$ cat src/rtl/frame_stream_pkg.sv
// Shared types and constants for the frame streaming controller and its byte issuer.
package frame_stream_pkg;

    typedef enum logic [2:0] {
        IDLE,
        HDR,
        PREQ,
        PWAIT,
        PSEND,
        TRL,
        DONE
    } frameState_t;

    typedef enum logic [2:0] {
        ISS_IDLE,
        ISS_PEND,
        ISS_PULSE,
        ISS_GUARD,
        ISS_WAIT
    } issueState_t;

    localparam int         HDR_LEN       = 6;
    localparam logic [7:0] DEFAULT_SYNC0 = 8'hAA;
    localparam logic [7:0] DEFAULT_SYNC1 = 8'h55;

    // Header is SYNC0, SYNC1, then width and height as big-endian 16-bit words.
    function automatic logic [7:0] headerByte(
        input logic [2:0]  idx,
        input logic [15:0] width,
        input logic [15:0] height,
        input logic [7:0]  sync0,
        input logic [7:0]  sync1
    );
        logic [7:0] value;
        case (idx)
            3'd0:    value = sync0;
            3'd1:    value = sync1;
            3'd2:    value = width[15:8];
            3'd3:    value = width[7:0];
            3'd4:    value = height[15:8];
            default: value = height[7:0];
        endcase
        return value;
    endfunction

endpackage

$ cat src/rtl/uart_byte_issue.sv
// Hands one byte to uart_tx: waits for an idle line, pulses tx_start, skips the
// busy-rise latency window, then reports completion when tx_busy drops.
module uart_byte_issue
    import frame_stream_pkg::*;
(
    input  logic       clk,
    input  logic       reset,
    input  logic       go,
    input  logic [7:0] tx_byte,
    input  logic       tx_busy,
    output logic       tx_start,
    output logic [7:0] tx_data,
    output logic       done
);

    issueState_t r_state;
    issueState_t w_nextState;
    logic        r_txStart;
    logic [7:0]  r_txData;
    logic        w_pulse;
    logic        w_load;

    always_ff @(posedge clk or posedge reset) begin
        if (reset) begin
            r_state   <= ISS_IDLE;
            r_txStart <= 1'b0;
            r_txData  <= 8'h00;
        end else begin
            r_state   <= w_nextState;
            r_txStart <= w_pulse;
            if (w_load) begin
                r_txData <= tx_byte;
            end
        end
    end

    // tx_busy is not trusted in the pulse cycle or the one after it.
    always_comb begin
        w_nextState = r_state;
        w_pulse     = 1'b0;
        w_load      = 1'b0;
        done        = 1'b0;
        case (r_state)
            ISS_IDLE: begin
                if (go) begin
                    w_load = 1'b1;
                    if (!tx_busy) begin
                        w_pulse     = 1'b1;
                        w_nextState = ISS_PULSE;
                    end else begin
                        w_nextState = ISS_PEND;
                    end
                end
            end
            ISS_PEND: begin
                if (!tx_busy) begin
                    w_pulse     = 1'b1;
                    w_nextState = ISS_PULSE;
                end
            end
            ISS_PULSE: w_nextState = ISS_GUARD;
            ISS_GUARD: w_nextState = ISS_WAIT;
            ISS_WAIT: begin
                if (!tx_busy) begin
                    done        = 1'b1;
                    w_nextState = ISS_IDLE;
                end
            end
            default: w_nextState = ISS_IDLE;
        endcase
    end

    assign tx_start = r_txStart;
    assign tx_data  = r_txData;

endmodule

$ cat src/rtl/frame_stream_ctrl.sv
// Frame scheduler: header, SRC_W*SRC_H pixels fetched over req/valid, then an
// XOR checksum trailer, all through a single shared uart byte issuer.
module frame_stream_ctrl
    import frame_stream_pkg::*;
#(
    parameter int         SRC_W = 320,
    parameter int         SRC_H = 240,
    parameter logic [7:0] SYNC0 = DEFAULT_SYNC0,
    parameter logic [7:0] SYNC1 = DEFAULT_SYNC1
) (
    input  logic       clk,
    input  logic       reset,
    input  logic       start,
    output logic       busy,
    output logic       done,
    output logic       pix_req,
    output logic [8:0] pix_x,
    output logic [7:0] pix_y,
    input  logic       pix_valid,
    input  logic [7:0] pix_data,
    output logic       tx_start,
    output logic [7:0] tx_data,
    input  logic       tx_busy
);

    localparam logic [15:0] W16      = 16'(SRC_W);
    localparam logic [15:0] H16      = 16'(SRC_H);
    localparam logic [8:0]  LAST_X   = 9'(SRC_W - 1);
    localparam logic [7:0]  LAST_Y   = 8'(SRC_H - 1);
    localparam logic [2:0]  LAST_HDR = 3'(HDR_LEN - 1);

    frameState_t r_state;
    frameState_t w_nextState;
    logic [2:0]  r_hdrIdx;
    logic [7:0]  r_checksum;
    logic [7:0]  r_pixByte;
    logic [8:0]  r_pixX;
    logic [7:0]  r_pixY;
    logic        r_busy;
    logic        r_done;
    logic        r_pixReq;
    logic        w_go;
    logic [7:0]  w_byte;
    logic        w_issueDone;
    logic        w_lastX;
    logic        w_lastPix;

    assign w_lastX   = (r_pixX == LAST_X);
    assign w_lastPix = w_lastX && (r_pixY == LAST_Y);

    uart_byte_issue u_issue (
        .clk      (clk),
        .reset    (reset),
        .go       (w_go),
        .tx_byte  (w_byte),
        .tx_busy  (tx_busy),
        .tx_start (tx_start),
        .tx_data  (tx_data),
        .done     (w_issueDone)
    );

    always_comb begin
        w_nextState = r_state;
        w_go        = 1'b0;
        w_byte      = r_pixByte;
        case (r_state)
            IDLE: begin
                if (start) begin
                    w_nextState = HDR;
                end
            end
            HDR: begin
                w_go   = 1'b1;
                w_byte = headerByte(r_hdrIdx, W16, H16, SYNC0, SYNC1);
                if (w_issueDone && (r_hdrIdx == LAST_HDR)) begin
                    w_nextState = PREQ;
                end
            end
            PREQ: w_nextState = PWAIT;
            PWAIT: begin
                if (pix_valid) begin
                    w_nextState = PSEND;
                end
            end
            PSEND: begin
                w_go = 1'b1;
                if (w_issueDone) begin
                    w_nextState = w_lastPix ? TRL : PREQ;
                end
            end
            TRL: begin
                w_go   = 1'b1;
                w_byte = r_checksum;
                if (w_issueDone) begin
                    w_nextState = DONE;
                end
            end
            DONE: w_nextState = IDLE;
            default: w_nextState = IDLE;
        endcase
    end

    // Coordinates stop on the last pixel so they read back the final position.
    always_ff @(posedge clk or posedge reset) begin
        if (reset) begin
            r_state    <= IDLE;
            r_hdrIdx   <= 3'd0;
            r_checksum <= 8'h00;
            r_pixByte  <= 8'h00;
            r_pixX     <= 9'd0;
            r_pixY     <= 8'd0;
            r_busy     <= 1'b0;
            r_done     <= 1'b0;
            r_pixReq   <= 1'b0;
        end else begin
            r_state  <= w_nextState;
            r_busy   <= (w_nextState != IDLE);
            r_done   <= (w_nextState == DONE);
            r_pixReq <= (r_state == PREQ);
            case (r_state)
                IDLE: begin
                    if (start) begin
                        r_hdrIdx   <= 3'd0;
                        r_checksum <= 8'h00;
                        r_pixX     <= 9'd0;
                        r_pixY     <= 8'd0;
                    end
                end
                HDR: begin
                    if (w_issueDone) begin
                        r_hdrIdx <= r_hdrIdx + 3'd1;
                    end
                end
                PWAIT: begin
                    if (pix_valid) begin
                        r_pixByte  <= pix_data;
                        r_checksum <= r_checksum ^ pix_data;
                    end
                end
                PSEND: begin
                    if (w_issueDone && !w_lastPix) begin
                        if (w_lastX) begin
                            r_pixX <= 9'd0;
                            r_pixY <= r_pixY + 8'd1;
                        end else begin
                            r_pixX <= r_pixX + 9'd1;
                        end
                    end
                end
                default: ;
            endcase
        end
    end

    assign busy    = r_busy;
    assign done    = r_done;
    assign pix_req = r_pixReq;
    assign pix_x   = r_pixX;
    assign pix_y   = r_pixY;

endmodule

$ cat config.mk
export PLATFORM = sky130hd
export DESIGN_NAME = frame_stream_ctrl
export DESIGN_NICKNAME = d
export VERILOG_FILES = /design/src/rtl/frame_stream_pkg.sv /design/src/rtl/uart_byte_issue.sv /design/src/rtl/frame_stream_ctrl.sv
export SDC_FILE = /design/constraint.sdc
export NUM_CORES = 1
export LEC_CHECK = 0
export ABC_AREA = 1
export ABC_CLOCK_PERIOD_IN_PS = 1900
export CAP_MARGIN = 20
export CORE_ASPECT_RATIO = 2
export CORE_UTILIZATION = 50
export CTS_CLUSTER_SIZE = 30
export DETAILED_ROUTE_END_ITERATION = 16
export MAX_ROUTING_LAYER = met4
export PLACE_DENSITY = 0.87
export SYNTH_ARGS = -nofsm -noshare
export SYNTH_HDL_FRONTEND = slang
export SYNTH_HIERARCHICAL = 1
export SYNTH_SLANG_ARGS = --single-unit
$ cat constraint.sdc
create_clock -name clk -period 1.9 [get_ports clk]
set_clock_uncertainty 0.15 [all_clocks]
set_input_delay 0.38 -clock clk [delete_from_list [all_inputs] [get_ports clk]]
set_output_delay 0.38 -clock clk [all_outputs]
set_load 0.02 [all_outputs]
==> flow_metrics.py <==
metrics = {
    "run_status": {
        "outcome": "finished with violations",
        "violations": "DRC",
    },
    "clock_tree": {
        "clkSinkCount": 54,
        "clk_path_buf_depth": 2,
        "numCtsBuffers": 5,
        "clk_latency_ns": 0.30,
        "cts_max_level": 2,
        "clock-root-buffer": "clkbuf_16",
        "tritoncts": "yes",
        "hold_buffers": 0,
        "path_clk_slew_ns": 0.07,
    },
    "power_and_ir_drop": {
        "p_leak_nw": 2.05,
        "peakVddDrop_uv": 908,
        "pwr_density_cell_nw_per_um2": 1290,
        "total_power_mw": 5.13,
    },
    "yosys": {
        "synth_top_family_by_area": "simple AND/OR/NAND/NOR gates",
        "avgSynthCellArea_um2": 7.81,
        "ys_ff_latch": 54,
        "ys_types": 33,
        "synth-compound-area-share": 0.116,
        "syn_area_um2": 3080,
        "yosysSeqAreaShare": 0.439,
        "synth_xor_area_frac": 0.0114,
        "ys_warn_count": 6,
        "synth_nets": 414,
        "synth-adder-area-share": 0.0285,
        "synth-simple-area-share": 0.313,
        "syn_inst": 394,
        "muxShareOfSynthArea": 0,
    },
    "global_routing": {
        "grt_overflow_total": 0,
        "grt_pass1_wl_um": 13200,
        "grt_pass1_vias": 3004,
        "grt_usage": 0.273,
        "antenna_found_initial": 0,
        "grt_max_degree": 43,
    },
    "worst_setup_path": {
        "r2r_slack_ns": 0.06,
        "r2r_start": "u_issue/r_state[2]",
        "critPathSlowestCell": "clkdlybuf4s50_1",
        "cp.arrival_ns": 1.33,
        "critical_path.startpoint_type": "register",
        "r2r_end": "pix_y[7]",
        "path_buf_inv": 1,
        "path_cells": "clkdlybuf4s50_1",
        "crit_required_ns": 1.37,
        "max_stage_delay_ns": 0.62,
        "cp-end-kind": "primary output",
        "crit_fanout": 4,
        "crit_family": "buffers and inverters",
        "ff2ff_path_depth": 9,
        "criticalPathCategory": "register to primary output",
    },
    "sta": {
        "fin_crit_sh": 0.978,
        "min_period_ns": 1.86,
        "slew_headroom": 0.687,
        "finalSetupViolations": 0,
        "hold_slack_ns": 0.275,
        "finalHoldViolations": 0,
        "fmax_mhz": 538,
        "worst_slew_pin_slew_ns": 0.469,
        "drv_slew": 0,
    },
    "placed_design": {
        "placed_area_um2": 3760,
        "dpl.hpwl_um": 5810,
        "place.gp.congestion": 0.934,
        "io_buffers": 41,
        "dp.cells": 522,
    },
    "die": {
        "die_area_um2": 6490,
        "num_rows": 40,
        "initial_core_util": 0.516,
        "core_area_um2": 5960,
        "dieWidth_um": 57.5,
        "io_pins": 42,
        "die_h_um": 113,
    },
    "detailed_routing": {
        "drt_first_pass_iters": 11,
        "viasPerCell": 5.57,
        "ant_nets": 0,
        "drc_errors": 3,
        "avgRoutedWirePerCell_um": 15.0,
        "drtIter0Drc": 184,
        "drt-total-wl_um": 8000,
        "via_count": 2968,
    },
    "layout": {
        "instances_no_fill": 533,
        "final_common_cell": "nand2_1",
        "fill_cells": 475,
        "syn_to_final_growth_pct": 29.3,
        "nets": 489,
        "n_antenna_cell": 0,
        "final_cell_mix": "nand2_1 (105), inv_1 (55), dfrtp_1 (53)",
        "utilization": 0.668,
        "drive_gt1_frac": 0.179,
        "final_area_um2": 3980,
    },
    "hold_path": {
        "hold_class": "input port to asynchronous set/reset pin",
    },
    "job": {
        "maxCapViolCount": 0,
    },
}
==> power by group <==
group | switching [mW] | internal [mW]
logic | 1.52 | 1.04
registers | 0.182 | 1.46
clock network | 0.405 | 0.524
==> routing by layer <==
metal / wire length, µm / track usage / up-vias
li1: - / - / 1422
met1: 2730 / 0.259 / 1417
met2: 4500 / 0.482 / 92
met3: 253 / 0.0446 / 37
met4: 512 / 0.189 / 0
met5: 0 / - / -
==> synth_stat cells <==
cell type / n / area share
nor3_1: 2 / 0.0033
nand3_4: 2 / 0.011
dfrtp_1: 54 / 0.44
nand2_4: 3 / 0.011
nor3b_1: 1 / 0.0024
nor2_2: 3 / 0.0061
o21bai_1: 1 / 0.0024
nor2_1: 33 / 0.040
a21oi_4: 1 / 0.0053
nand3_1: 36 / 0.059
o211ai_1: 3 / 0.0073
nor2_4: 3 / 0.011
o21ai_2: 9 / 0.026
inv_1: 57 / 0.070
o21ai_1: 1 / 0.0016
nand2_2: 4 / 0.0081
nand4_1: 10 / 0.020
clkbuf_8: 1 / 0.0045
nand4_2: 1 / 0.0041
buf_6: 2 / 0.0073
nand3b_1: 2 / 0.0049
xor2_1: 4 / 0.011
o221ai_1: 5 / 0.014
buf_4: 2 / 0.0049
o21ai_0: 19 / 0.031
nand2_1: 106 / 0.13
ha_1: 7 / 0.028
nor4_1: 1 / 0.0020
o22ai_1: 1 / 0.0020
a21oi_1: 13 / 0.021
a21boi_0: 1 / 0.0024
o21a_1: 1 / 0.0024
inv_2: 5 / 0.0061
==> worst max-delay path by stage <==
| stage | end | from | depth (start not counted) | slack (ns) |
|---|---|---|---|---|
| finish | pix_x[3] | pix_x[3] | 1 | 0.04 |
| detailed placement | pix_y[7] | tx_busy | 9 | -0.18 |
| global placement | pix_y[5] | tx_busy | 9 | -0.14 |
| floorplan | pix_y[3] | u_issue/r_state[0] | 7 | 0.01 |
| CTS | pix_x[4] | pix_x[4] | 1 | 0.005 |
| global route | u_issue/tx_data[5] | r_hdrIdx[1] | 10 | -0.01 |
==> final cells by class <==
cell class / instances / area, µm² / share of cell area
Multi-Input combinational cell: 273 / 1490 / 0.374
Sequential cell: 54 / 1350 / 0.340
Timing Repair Buffer: 73 / 677 / 0.170
Inverter: 62 / 233 / 0.0585
Clock buffer: 7 / 143 / 0.0359
Tap cell: 63 / 78.8 / 0.0198
Clock inverter: 1 / 5.00 / 0.00126
==> flip-flops by register name (all words and copies together), names as in the netlist <==
register          flops
busy                  1
done                  1
pix_req               1
pix_x                 9
pix_y                 8
r_checksum            8
r_hdrIdx              3
r_pixByte             8
r_state               3
u_issue/r_state       3
u_issue/tx_data       8
u_issue/tx_start      1
==> through the flow <==
step | setup WS [ns] | setup TNS (ns)
finish | 0.0411 | 0
global route | -0.0134 | -0.0305
CTS | 0.00544 | 0
detailed placement | -0.179 | -2.50
global placement | -0.137 | -2.05
floorplan | 0.0123 | 0
==> repair_timing <==
item                       in CTS  in global routing
gates resized for setup        14                 16
gates cloned                    0                  0
buffers inserted                0                  3
pin swaps                       2                  4
setup endpoints to repair      11                 25
==> cells by family after synthesis <==
group	Yosys count
adder cells (fa/ha/maj)	7
AO/OA/AOI/OAI	55
flip-flops	54
AND/OR/NAND/NOR	207
buffers and inverters	67
XOR/XNOR	4
Power figures use the tool's default switching activity.
